$ cat src/rtl/ahb_single_master.sv
// Single-transfer AHB initiator: one NONSEQ/SINGLE transfer per command, with wait-state,
// ERROR and RETRY/SPLIT handling. Optional data-phase watchdog: define AHB_MST_TIMEOUT_EN.
module ahb_single_master #(
  parameter int MAX_RETRY      = 4,
  parameter int TIMEOUT_CYCLES = 256
) (
  input  logic        HCLK,
  input  logic        HRESETn,
  input  logic        cmd_valid,
  output logic        cmd_ready,
  input  logic        cmd_write,
  input  logic [31:0] cmd_addr,
  input  logic [2:0]  cmd_size,
  input  logic [31:0] cmd_wdata,
  output logic        rsp_valid,
  output logic        rsp_err,
  output logic [31:0] rsp_rdata,
  output logic [31:0] HADDR,
  output logic [1:0]  HTRANS,
  output logic        HWRITE,
  output logic [2:0]  HSIZE,
  output logic [2:0]  HBURST,
  output logic        HMASTLOCK,
  output logic [31:0] HWDATA,
  input  logic        HREADY,
  input  logic [1:0]  HRESP,
  input  logic [31:0] HRDATA
);

  localparam int RW = (MAX_RETRY < 1) ? 1 : $clog2(MAX_RETRY + 1);
  localparam logic [1:0] TR_IDLE   = 2'b00;
  localparam logic [1:0] TR_NONSEQ = 2'b10;

  typedef enum logic [1:0] {ST_IDLE, ST_ADDR, ST_DATA} state_t;

  state_t        r_state;
  logic          r_cmd_ready;
  logic          r_rsp_valid;
  logic          r_rsp_err;
  logic [31:0]   r_rsp_rdata;
  logic [31:0]   r_haddr;
  logic [1:0]    r_htrans;
  logic          r_hwrite;
  logic [2:0]    r_hsize;
  logic [31:0]   r_hwdata;
  logic [31:0]   r_wdata;
  logic [RW-1:0] r_retry_cnt;

`ifdef AHB_MST_TIMEOUT_EN
  localparam int TW = (TIMEOUT_CYCLES < 2) ? 1 : $clog2(TIMEOUT_CYCLES);
  logic [TW-1:0] r_to_cnt;
`else
  logic w_unused_timeout;
  assign w_unused_timeout = (TIMEOUT_CYCLES > 0);
`endif

  always_ff @(posedge HCLK or negedge HRESETn) begin
    if (!HRESETn) begin
      r_state     <= ST_IDLE;
      r_cmd_ready <= 1'b0;
      r_rsp_valid <= 1'b0;
      r_rsp_err   <= 1'b0;
      r_rsp_rdata <= '0;
      r_haddr     <= '0;
      r_htrans    <= TR_IDLE;
      r_hwrite    <= 1'b0;
      r_hsize     <= '0;
      r_hwdata    <= '0;
      r_wdata     <= '0;
      r_retry_cnt <= '0;
`ifdef AHB_MST_TIMEOUT_EN
      r_to_cnt    <= '0;
`endif
    end else begin
      r_rsp_valid <= 1'b0;
      case (r_state)
        ST_IDLE: begin
          r_cmd_ready <= 1'b1;
          if (cmd_valid && r_cmd_ready) begin
            // Illegal sizes never reach the bus; they complete as an error in place.
            if (cmd_size > 3'b010) begin
              r_rsp_valid <= 1'b1;
              r_rsp_err   <= 1'b1;
            end else begin
              r_cmd_ready <= 1'b0;
              r_haddr     <= cmd_addr;
              r_hwrite    <= cmd_write;
              r_hsize     <= cmd_size;
              r_wdata     <= cmd_wdata;
              r_htrans    <= TR_NONSEQ;
              r_retry_cnt <= '0;
              r_state     <= ST_ADDR;
            end
          end
        end

        ST_ADDR: begin
          r_cmd_ready <= 1'b0;
          if (HREADY) begin
            r_htrans <= TR_IDLE;
            if (r_hwrite) begin
              r_hwdata <= r_wdata;
            end
            r_state <= ST_DATA;
          end
        end

        ST_DATA: begin
          if (HREADY) begin
`ifdef AHB_MST_TIMEOUT_EN
            r_to_cnt <= '0;
`endif
            case (HRESP)
              2'b00: begin
                r_rsp_valid <= 1'b1;
                r_rsp_err   <= 1'b0;
                if (!r_hwrite) begin
                  r_rsp_rdata <= HRDATA;
                end
                r_cmd_ready <= 1'b1;
                r_state     <= ST_IDLE;
              end
              2'b01: begin
                r_rsp_valid <= 1'b1;
                r_rsp_err   <= 1'b1;
                r_cmd_ready <= 1'b1;
                r_state     <= ST_IDLE;
              end
              default: begin
                // RETRY and SPLIT both re-issue the identical transfer until the budget runs out.
                if (r_retry_cnt < RW'(MAX_RETRY)) begin
                  r_retry_cnt <= r_retry_cnt + 1'b1;
                  r_htrans    <= TR_NONSEQ;
                  r_state     <= ST_ADDR;
                end else begin
                  r_rsp_valid <= 1'b1;
                  r_rsp_err   <= 1'b1;
                  r_cmd_ready <= 1'b1;
                  r_state     <= ST_IDLE;
                end
              end
            endcase
          end
`ifdef AHB_MST_TIMEOUT_EN
          else if (r_to_cnt == TW'(TIMEOUT_CYCLES - 1)) begin
            r_to_cnt    <= '0;
            r_rsp_valid <= 1'b1;
            r_rsp_err   <= 1'b1;
            r_cmd_ready <= 1'b1;
            r_state     <= ST_IDLE;
          end else begin
            r_to_cnt <= r_to_cnt + 1'b1;
          end
`endif
        end

        default: begin
          r_state <= ST_IDLE;
        end
      endcase
    end
  end

  assign cmd_ready = r_cmd_ready;
  assign rsp_valid = r_rsp_valid;
  assign rsp_err   = r_rsp_err;
  assign rsp_rdata = r_rsp_rdata;
  assign HADDR     = r_haddr;
  assign HTRANS    = r_htrans;
  assign HWRITE    = r_hwrite;
  assign HSIZE     = r_hsize;
  assign HWDATA    = r_hwdata;
  assign HBURST    = 3'b000;
  assign HMASTLOCK = 1'b0;

endmodule

$ cat config.mk
export PLATFORM = sky130hd
export DESIGN_NAME = ahb_single_master
export DESIGN_NICKNAME = d
export VERILOG_FILES = /design/src/rtl/ahb_single_master.sv
export SDC_FILE = /design/constraint.sdc
export NUM_CORES = 1
export LEC_CHECK = 0
export CAP_MARGIN = 20
export CORE_ASPECT_RATIO = 1.1
export CORE_UTILIZATION = 30
export CTS_CLUSTER_SIZE = 8
export DETAILED_ROUTE_END_ITERATION = 6
export PLACE_DENSITY = 0.7
export SETUP_SLACK_MARGIN = 0.5
export SLEW_MARGIN = 0
export SYNTH_ARGS = -nofsm -noshare
export SYNTH_HDL_FRONTEND = slang
export SYNTH_SLANG_ARGS = --single-unit
$ cat constraint.sdc
create_clock -name HCLK -period 1.8 [get_ports HCLK]
set_clock_uncertainty 0.05 [all_clocks]
set_input_delay 0.36 -clock HCLK [delete_from_list [all_inputs] [get_ports HCLK]]
set_output_delay 0.36 -clock HCLK [all_outputs]
set_load 0.05 [all_outputs]
-- Word level (Yosys, flattened, before mapping)
Cells that the tools add are included.
Widths: inputs -> output; s select.
- multiplexer cells: 36
- magnitude comparators: 2
- eq/ne operators: 12
- add/sub/neg operators: 1
- bitwise logic cells: 2
- reductions and logical operators: 14
- operators with widths (cell ; number):
    $mux 2 ; 10
    $mux 3 ; 5
    $mux 1 ; 14
    $ne 2x2->1 const B ; 7
    $pmux 2 s3 ; 2
    $reduce_and 3->1 ; 3
    $reduce_and 4->1 ; 2
    $reduce_and 7->1 ; 1
    $pmux 1 s2 ; 3
    $pmux 3 s2 ; 1
    $reduce_and 6->1 ; 1
    $reduce_and 5->1 ; 1
    $eq 2x1->1 const B ; 2
    $logic_not 2->1 ; 2
    $ne 4x4->1 const B ; 1
    $add 3x1->3 const B ; 1
    $gt 3x2->1 const B ; 1
    $lt 3x3->1 const B ; 1
    $ne 3x3->1 const B ; 1
    $pmux 1 s3 ; 1
    $reduce_bool 3->1 ; 1
    $eq 2x2->1 const B ; 1
    $not 1->1 ; 2
    $reduce_bool 2->1 ; 1
    other kinds (2) ; 2
- register bits: 142
- logic and storage cells: 79

-- Longest topological paths before layout
Gate-level depths: netlist (run 1).
- word-level depth: 5
- gate-level depth with buffers: 8
- gate-level depth less buffers: 6

-- Least setup slack after synthesis (run 1)
No wires, ideal clock.
- kind: reg2reg
- start: register r_state[0]
- end: register r_wdata[12]
- stages on the path, launching flop included: 9
- clock period less this slack: 2006 ps
- library setup time: 125 ps
- arrival time: 1831 ps
- required time: 1625 ps
- path slack: -206 ps
- path through: dfrtp_1 > inv_1 > ha_1 > inv_2 > or3_1 > buf_2 > buf_6 > buf_6 > mux2_4
- word-level cells in the longest chain between the ends: 2
- RTL lines (item ; RTL line ; source):
    start: declaration ; 36 ; state_t r_state;
    start signal: assignment ; 59 ; r_state <= ST_IDLE;
    start signal: assignment ; 92 ; r_state <= ST_ADDR;
    start signal: assignment ; 104 ; r_state <= ST_DATA;
    $logic_not 2->1 ; 76 ; case (r_state)
    $reduce_and 3->1 (no source line) ; - ;
    end signal: assignment ; 89 ; r_wdata <= cmd_wdata;
    end: declaration ; 46 ; logic [31:0] r_wdata;
No other way between the ends.
A chain may end at the register's enable or synchronous reset.

-- Worst setup path in the final report (run 1)
- start: register r_state[1]
- end: register r_wdata[15]
The elaborated chain is that of the path after synthesis.

==> metrics, run 1 <==
Synth cell types=36; total power=between 15 and 20 mW; CP cell instances=inv_2 > ha_4 > inv_2 > or3_4 > buf_12 > mux2_4; M2 GR Usage=0.250; kind of critical path=flop to flop; P_sw=between 7 and 8 mW; Max IR drop VDD=1320 uV; CTS max path bufs=2; Vias=3884; fin nets=between 700 and 800; max incr delay on CP=0.43 ns; GRT Util Overall=0.142; worst setup margin=-0.0410 ns; CP startpoint kind=flop; Avg WL per Cell=roughly 18 um; GR Overflow Total=0; Synth Register Bits=about 140; most frequent CP cell=inv_2; power share of the clock group=0.189; Req. time, crit path=between 2 and 2.5 ns; Num Clock Sinks=~140; quantity of I/O buffers inserted on ports=209; CP max FO=16; final setup fails=43; vias in the first global route=3923; Seq/Total Area, Yosys=0.636; Leak=4.75 nW; Seq pwr share=0.287; post-DP HPWL=a little under 10000 um; Total Wirelength=approximately 16000 um; total CTS buffers=17; Iteration-0 DRC Markers=112; Avg Cell Area, Syn=between 15 and 20 um2; Fin Hold WS=roughly 0.35 ns; post-route ant nets=0; Area contributors post-synth=dfrtp_1 (64%), mux2_2 (23%), mux2_4 (5.1%); met1 capacity usage during global routing=0.164; Die X=between 100 and 150 um; DRC=0; Most Crowded Layer GR=met2; status=finished, violations left; RSZ-0062 raised after global routing=yes; area delta synth->final=75.0%; fillers=~1400; gpl congestion=approximately 0.78; max-slew violation count=0; Synthesis Warnings=0; Initial Utilization=0.310; Hold WC Path Type=input port to asynchronous set/reset pin; sw frac=0.400; drt pass-1 iters=4; clock slew at reported path FFs=about 0.06 ns; # diodes=0; Core ar.=roughly 0.018 mm2; share of layout cells above drive strength 1=0.563; Worst Setup End Kind=flop; fin crit period=between 1.5 and 2 ns; root buf cell=clkbuf_16; pin count of the biggest net entering global routing=51; final worst path period share=1.02; Max-Cap Viols=0; final hold vios=0; post-placement setup slack=-0.320 ns; die area=0.0191 mm2; failing checks=negative setup slack; post-synth top area cell=dfrtp_1; synthesized area=0.00555 mm2; CP Data Arrival Time=between 2 and 2.5 ns; share of the synthesized area in the top cell type=0.636; die height=between 100 and 150 um; H-tree depth=4; io pins=around 220; Storage cell area=between 0.003 and 0.004 mm2; num rows=51; area taken by multi-input logic gates=0.00226 mm2; vias per cell=4.45; Syn Inst Count=343; Slowest cell on crit path=or3_4; Int Power=approximately 12 mW; first-pass GRT wire length=roughly 21000 um; combinational share of power=0.524; Fmax=0.543 GHz; initial antenna violation count=0; worst-skew pair later-pin latency=about 0.41 ns; power density cells=about 2000 mW/mm2; CTS tree=done; met3 Use GR=0.0408
## through the flow
| stage | utilization | std cells | area, um2 | TNS, ns |
|---|---|---|---|---|
| 2_1_floorplan | - | 347 | 5670 | -1.01 |
| 3_3_place_gp | 0.438 | 794 | 7860 | -24.44 |
| 3_5_place_dp | 0.438 | 794 | 7860 | -25.61 |
| 4_1_cts | 0.484 | 831 | 8680 | -0.0705 |
| 5_1_grt | 0.542 | 872 | 9710 | -3.41 |
| 6_report | 0.542 | 872 | 9710 | -0.935 |
## cell usage after synthesis
cell type,number
a2111oi_0,1
a211oi_1,1
a21bo_2,1
a21boi_0,1
a21o_1,1
a21oi_1,4
a221oi_1,1
a31oi_1,3
and2_1,1
and3b_1,1
buf_1,2
buf_2,6
buf_4,5
buf_6,3
clkbuf_1,4
conb_1,1
dfrtp_1,141
ha_1,6
inv_1,5
inv_2,1
mux2_2,113
mux2_4,19
mux2i_1,3
nand2_1,4
nand2b_1,1
nand3_1,1
nand3b_1,1
nand4_1,1
nand4b_1,1
nor2_1,3
o21ai_0,2
o21bai_1,1
o31ai_1,1
o32ai_1,1
or2_2,1
or3_1,1
## critical path: cells and delay by family, from the launching register on
kind	cells	cell delay (ns)
AND/OR/NAND/NOR	1	0.43
adder cells (fa/ha/maj)	1	0.17
flip-flops	1	0.41
multiplexers	1	0.31
buffers and inverters	3	0.33
## sequential cells by signal (all words and copies together) (netlist names), 2 cells and up
name	count
HSIZE	3
rsp_rdata	32
r_retry_cnt	3
r_wdata	32
r_state	2
HADDR	32
HWDATA	32
## final cells by class
class | count | share of cell area
Tap cell | 238 | 0.0307
Clock buffer | 23 | 0.0523
Sequential cell | 141 | 0.364
Multi-Input combinational cell | 180 | 0.232
Clock inverter | 9 | 0.0135
Timing Repair Buffer | 275 | 0.305
Inverter | 6 | 0.00258
## path summary, 6_finish.rpt
kind,from,endpoint,slack (ns),cells after the start
max,r_state[1],r_wdata[15],-0.04,6
min,HRESETn,rsp_rdata[28],0.35,2
max reg2reg,r_state[1],r_wdata[15],-0.04,6
min reg2reg,r_retry_cnt[1],r_retry_cnt[1],0.45,1
max in group asynchronous,HRESETn,HADDR[25],0.73,3
min in group HCLK,r_retry_cnt[1],r_retry_cnt[1],0.45,1
## metal layers
| metal | part of all wire | vias to the layer above | wire length [um] |
|---|---|---|---|
| met5 | 0 | - | 0 |
| li1 | - | 1752 | - |
| met2 | 0.54 | 136 | 8590 |
| met3 | 0.046 | 20 | 723 |
| met1 | 0.39 | 1976 | 6230 |
| met4 | 0.019 | 0 | 309 |
## layout by cell type (no fill, tap or decap), types with 2 or more instances in the layout
master,count
dfrtp_1,139
buf_6,110
clkdlybuf4s50_1,104
mux2_4,79
mux2_2,53
buf_4,44
clkbuf_16,22
buf_12,8
clkbuf_8,6
conb_1,5
inv_2,3
a21oi_1,3
nand2_1,3
nor2_1,3
a31oi_1,3
ha_4,3
ha_1,3
bufinv_16,3
clkinvlp_4,3
dfrtp_2,2
inv_1,2
mux2i_1,2
clkinv_2,2
buf_8,2
## power by group through the flow
| stage | registers (mW) | clock network, mW | logic [mW] |
|---|---|---|---|
| 2_1_floorplan | 8.91 | 0 | 2.11 |
| 5_1_grt | 5.80 | 3.96 | 10.7 |
| 4_1_cts | 5.44 | 3.80 | 8.67 |
| 6_report | 5.64 | 3.71 | 10.3 |
| 3_3_place_gp | 5.34 | 0 | 8.21 |
| 3_5_place_dp | 5.44 | 0 | 8.38 |
## cell families after synthesis
| logic type | after synthesis | synth area share |
|---|---|---|
| DFF | 141 | 0.636 |
| and+or+nand+nor | 16 | 0.0158 |
| other | 1 | 0.000675 |
| muxes | 135 | 0.286 |
| adders and majority gates | 6 | 0.0135 |
| buffers and inverters | 26 | 0.0264 |
| AOI/OAI and AO/OA | 18 | 0.0221 |
## repair_timing
item | 4_1_cts | 5_1_grt
setup buffers | 3 | 32
gates resized for setup | 33 | 163
cloned | 1 | 9
endpoints found under the hold margin | 28 | 0
endpoints found under the setup margin | 245 | 245
hold buffers | 1 | 0
pin swaps | 0 | 2
Note: power is estimated with default switching activity, not from simulation.
==> run 2: changes to the inputs <==
ABC_AREA = 0   (was default)
CORE_UTILIZATION = 40   (was 30)
PLACE_DENSITY = 0.86   (was 0.7)
==> run 2 against run 1 <==
  * The flow now finishes without violations
  * Combinational power is essentially flat
  * Register-to-register slack better by 0.06 ns
  * Clock power fell by 11%
  * Final cell count decreased by 6.2%
  * Largest power group unchanged
  * Maximum frequency rose by 2.9%
  * Non-clock buffer count increased by 2
  * Wire length decreased by 2.4%
  * Sequential power barely moved
  * Via count grew 1.3%
  * Highest routed layer unchanged
==> metrics, run 2 (synthesis results as in run 1) <==
Avg WL per Cell=about 19 um; GR Overflow Total=0; Slew @ Worst Pin=between 0.5 and 0.6 ns; post-DP HPWL=between 9000 and 10000 um; post-route ant nets=0; Slowest cell on crit path=or3_4; share of layout cells above drive strength 1=0.555; Fmax=approximately 0.56 GHz; post-placement setup slack=-0.326 ns; Initial Utilization=0.415; Die X=~110 um; CP cell instances=clkdlybuf4s50_1 > a21o_1 > or3_4 > buf_12 > mux2_4; Core ar.=0.0134 mm2; drt pass-1 iters=4; CP Data Arrival Time=2.03 ns; power density cells=slightly above 2000 mW/mm2; Worst Setup End Kind=flop; kind of critical path=input port to flop; worst-skew pair later-pin latency=~0.4 ns; area delta synth->final=72.7%; CP max FO=11; quantity of I/O buffers inserted on ports=~210; RSZ-0062 raised after global routing=yes; root buf cell=clkbuf_16; num rows=between 40 and 50; first-pass GRT wire length=between 20000 and 25000 um; H-tree depth=4; Max IR drop VDD=approximately 1300 uV; Num Clock Sinks=~140; status=complete, no violations; final worst path period share=0.994; area of all placed cells without fillers=between 0.009 and 0.01 mm2; total power=just under 20 mW; final setup fails=0; max-slew violation count=0; fin util=0.717; io pins=approximately 220; die area=approximately 0.014 mm2; CTS tree=done; worst setup path start=cmd_size[0]; max incr delay on CP=approximately 0.48 ns; CP startpoint kind=input port; RR Startpoint=r_state[0]; worst setup margin=approximately 0.011 ns; most common cell after layout, fill and taps aside=dfrtp_1; Vias=between 3000 and 4000; Req. time, crit path=slightly above 2 ns; Iteration-0 DRC Markers=between 100 and 150; total CTS buffers=17; # diodes=0; clock slew at reported path FFs=roughly 0.06 ns; Hold WC Path Type=input port to asynchronous set/reset pin; area post-placement=0.00782 mm2; most frequent cells in the layout=dfrtp_1 (139), buf_6 (116), clkdlybuf4s50_1 (104); Leak=approximately 4.7 nW; die height=approximately 130 um; gpl congestion=roughly 0.79; slew margin rel.=0.649; Total Wirelength=roughly 15000 um; Max-Cap Viols=0; pin count of the biggest net entering global routing=47; CTS max path bufs=2; DRC=0; vias in the first global route=about 4200; final hold vios=0; initial antenna violation count=0; fillers=841; fin crit period=roughly 1.8 ns; GRT Util Overall=0.198; fin nets=about 740; vias per cell=4.81
-- run 2: worst max-delay path: cells and delay by family --
family                 cells  cell delay, ns
AOI/OAI and AO/OA          1            0.21
buffers and inverters      2            0.66
muxes                      1            0.31
and+or+nand+nor            1            0.48
-- run 2: layout make-up --
cell class              count  area, um2  area share
clock buffers              24        502      0.0523
multi-input cells         180       2220       0.231
repair buffers            277       3030       0.316
well taps                 184        230      0.0240
inverters                   6       22.5     0.00235
flip-flops and latches    141       3530       0.368
clock inverters             6       60.1     0.00626
-- run 2: worst paths after layout --
check | cells after the start | slack [ns] | end
setup / recovery | 5 | 0.01 | r_wdata[18]
hold / removal | 2 | 0.36 | rsp_rdata[29]
setup reg to reg | 6 | 0.02 | r_wdata[18]
hold reg to reg | 1 | 0.44 | r_retry_cnt[1]
max in group asynchronous | 3 | 0.71 | rsp_rdata[13]
min in group HCLK | 1 | 0.44 | r_retry_cnt[1]
-- run 2: repair_timing --
item | in CTS | in global routing
endpoints found under the setup margin | 245 | 245
gates cloned | 5 | 1
endpoints found under the hold margin | 30 | 0
buffers inserted | 12 | 23
hold buffers | 1 | 0
resized for setup | 25 | 171
pin swaps | 6 | 7
-- run 2: where the power goes --
part           leakage [nW]  switching (mW)  internal, mW
combinational          2.66            5.55          4.78
sequential             1.75            1.04          4.61
clock                 0.274            1.24          2.06
-- run 2: stage by stage --
step | TNS, ns | std cells | hold slack [ns]
6_report | 0 | 818 | 0.359
5_1_grt | -0.533 | 818 | 0.384
4_1_cts | 0 | 794 | 0.352
3_5_place_dp | -27.26 | 746 | 0.221
3_3_place_gp | -23.59 | 746 | 0.219
2_1_floorplan | -1.01 | 347 | 0.0144
-- run 2: metal layers --
layer | GRT usage | vias up | share of wire
li1 | - | 1762 | -
met1 | 0.217 | 1984 | 0.37
met2 | 0.354 | 154 | 0.54
met3 | 0.0557 | 34 | 0.055
met4 | 0.0833 | 0 | 0.027
met5 | 0 | - | 0
==> run 3: changes to the inputs <==
GPL_TIMING_DRIVEN = 0   (was default)
==> run 3 against run 2 <==
  * The run now ends with negative hold slack, negative setup slack left
  * Die area unchanged
  * Wire length increased by 3.8%
  * Worst hold slack worse by 0.49 ns
  * Core utilization rose by 1.1 points
  * Non-clock buffer count grew 22
  * Combinational power is essentially flat
  * Flip-flop and latch count stayed put
  * Sequential share of layout area is 0.56 points lower
  * Highest routed layer unchanged
  * Via count is 2.4% higher
==> metrics, run 3 (synthesis results as in run 1) <==
status=finished, violations left; failing checks=negative hold slack, negative setup slack; Fmax=roughly 0.53 GHz; FF-to-FF path depth=8; final setup fails=a little over 90; power density cells=approximately 2000 mW/mm2; area post-placement=approximately 0.008 mm2; Initial Utilization=0.415; final worst path period share=1.05; fin nets=757; Num Clock Sinks=roughly 140; Slew @ Worst Pin=~0.55 ns; total CTS buffers=17; CP Buf/Inv Count=4; total power=between 15 and 20 mW; kind of critical path=input port to flop; Iteration-0 DRC Markers=117; placed insts=between 700 and 800; max-slew violation count=0; area of all placed cells without fillers=between 0.009 and 0.01 mm2; Vias=between 4000 and 5000; first-pass GRT wire length=~24000 um; most frequent CP cell=buf_12; worst-skew pair later-pin latency=around 0.41 ns; H-tree depth=4; CTS max path bufs=2; CP startpoint kind=input port; slew margin rel.=0.636; DRC=0; drt pass-1 iters=4; Req. time, crit path=a little over 2 ns; # diodes=0; Die X=114 um; RSZ-0062 raised after global routing=yes; fin crit period=roughly 1.9 ns; Hold WC Path Type=input port to asynchronous set/reset pin; Avg WL per Cell=19.1 um; Max-Cap Viols=0; post-placement setup slack=-0.578 ns; area delta synth->final=75.4%; Slowest cell on crit path=clkdlybuf4s50_1; GRT Util Overall=0.218; die height=about 130 um; fin cells=approximately 840; CP cell instances=clkdlybuf4s50_1 > nand2_1 > or3_4 > buf_6 > buf_12 > buf_12 > mux2_4; io pins=about 220; max incr delay on CP=0.53 ns; vias per cell=roughly 4.8; share of layout cells above drive strength 1=0.574; final hold vios=58; post-route ant nets=0; post-DP HPWL=9800 um; Total Wirelength=16100 um; setup TNS=-4.14 ns; quantity of I/O buffers inserted on ports=between 200 and 250; clock slew at reported path FFs=roughly 0.05 ns; R2R setup slack=-0.08 ns; initial antenna violation count=0; gpl congestion=roughly 0.8; Leak=4.74 nW; CP max FO=5; pin count of the biggest net entering global routing=84; most common cell after layout, fill and taps aside=dfrtp_1; RR Startpoint=r_state[0]; GR Overflow Total=0; Core ar.=roughly 0.013 mm2; R2R Path End=r_wdata[15]; worst setup margin=-0.0842 ns; root buf cell=clkbuf_16; vias in the first global route=~4400; CP Data Arrival Time=approximately 2.1 ns; die area=0.0144 mm2; fin util=0.728; critical path's top delay family=buffers and inverters; Fin Hold WS=-0.134 ns; Max IR drop VDD=approximately 1200 uV; most frequent cells in the layout=dfrtp_1 (139), buf_6 (114), clkdlybuf4s50_1 (104); Worst Setup End Kind=flop; num rows=44; CTS tree=done
-- run 3: cell types whose count changed in the layout (fill, tap and decap cells not counted), moves of 2 or more --
cell	before	now
clkinv_2	3	5
mux2_2	62	84
clkinvlp_4	2	0
buf_8	4	8
mux2_4	70	48
buf_12	8	6
buf_6	116	114
clkbuf_16	18	23
clkbuf_8	5	3
clkbuf_1	2	4
buf_4	38	57
-- run 3: repair_timing --
item | in CTS | in global routing
hold endpoints to repair | 58 | 58
resized for setup | 788 | 38
buffers inserted | 34 | 27
endpoints found under the setup margin | 245 | 245
cloned | 7 | 1
pin swaps | 7 | 8
-- run 3: worst max-delay path by stage --
stage                            from           to  slack, ns  depth (start not counted)
after CTS                  r_state[0]  r_wdata[15]      -0.05                          8
after global routing       r_state[0]  r_wdata[17]      -0.15                          8
final                       cmd_valid  r_wdata[15]      -0.08                          7
after floorplan             cmd_ready  r_wdata[12]      -0.05                          6
after detailed placement  cmd_size[0]  r_wdata[15]      -0.58                          7
after global placement        HRESETn       HWRITE      -5.55                          1
-- run 3: final cells by class --
| cell class | count | area, um2 |
|---|---|---|
| timing repair buffer | 279 | 2930 |
| multi-input combinational | 180 | 2150 |
| inverter | 6 | 25.0 |
| clock buffer | 24 | 482 |
| fill | 802 | 3640 |
| sequential | 141 | 3530 |
| clock inverter | 7 | 63.8 |
| tap | 184 | 230 |
| buffer | 20 | 325 |
-- run 3: per-layer routing --
layer / track usage / vias to the layer above / wire [um] / share of wire
met5: 0 / - / 0 / 0
met4: 0.0772 / 0 / 318 / 0.020
met3: 0.0630 / 30 / 905 / 0.056
met2: 0.393 / 161 / 8820 / 0.55
met1: 0.243 / 2026 / 6010 / 0.37
li1: - / 1812 / - / -
-- run 3: power breakdown --
group          internal [mW]  total (mW)  switching, mW  leakage [nW]
logic                   4.79        10.4           5.64          2.71
clock network           1.99        3.25           1.26         0.274
registers               4.61        5.63           1.01          1.75
total                   11.4        19.3           7.91          4.74
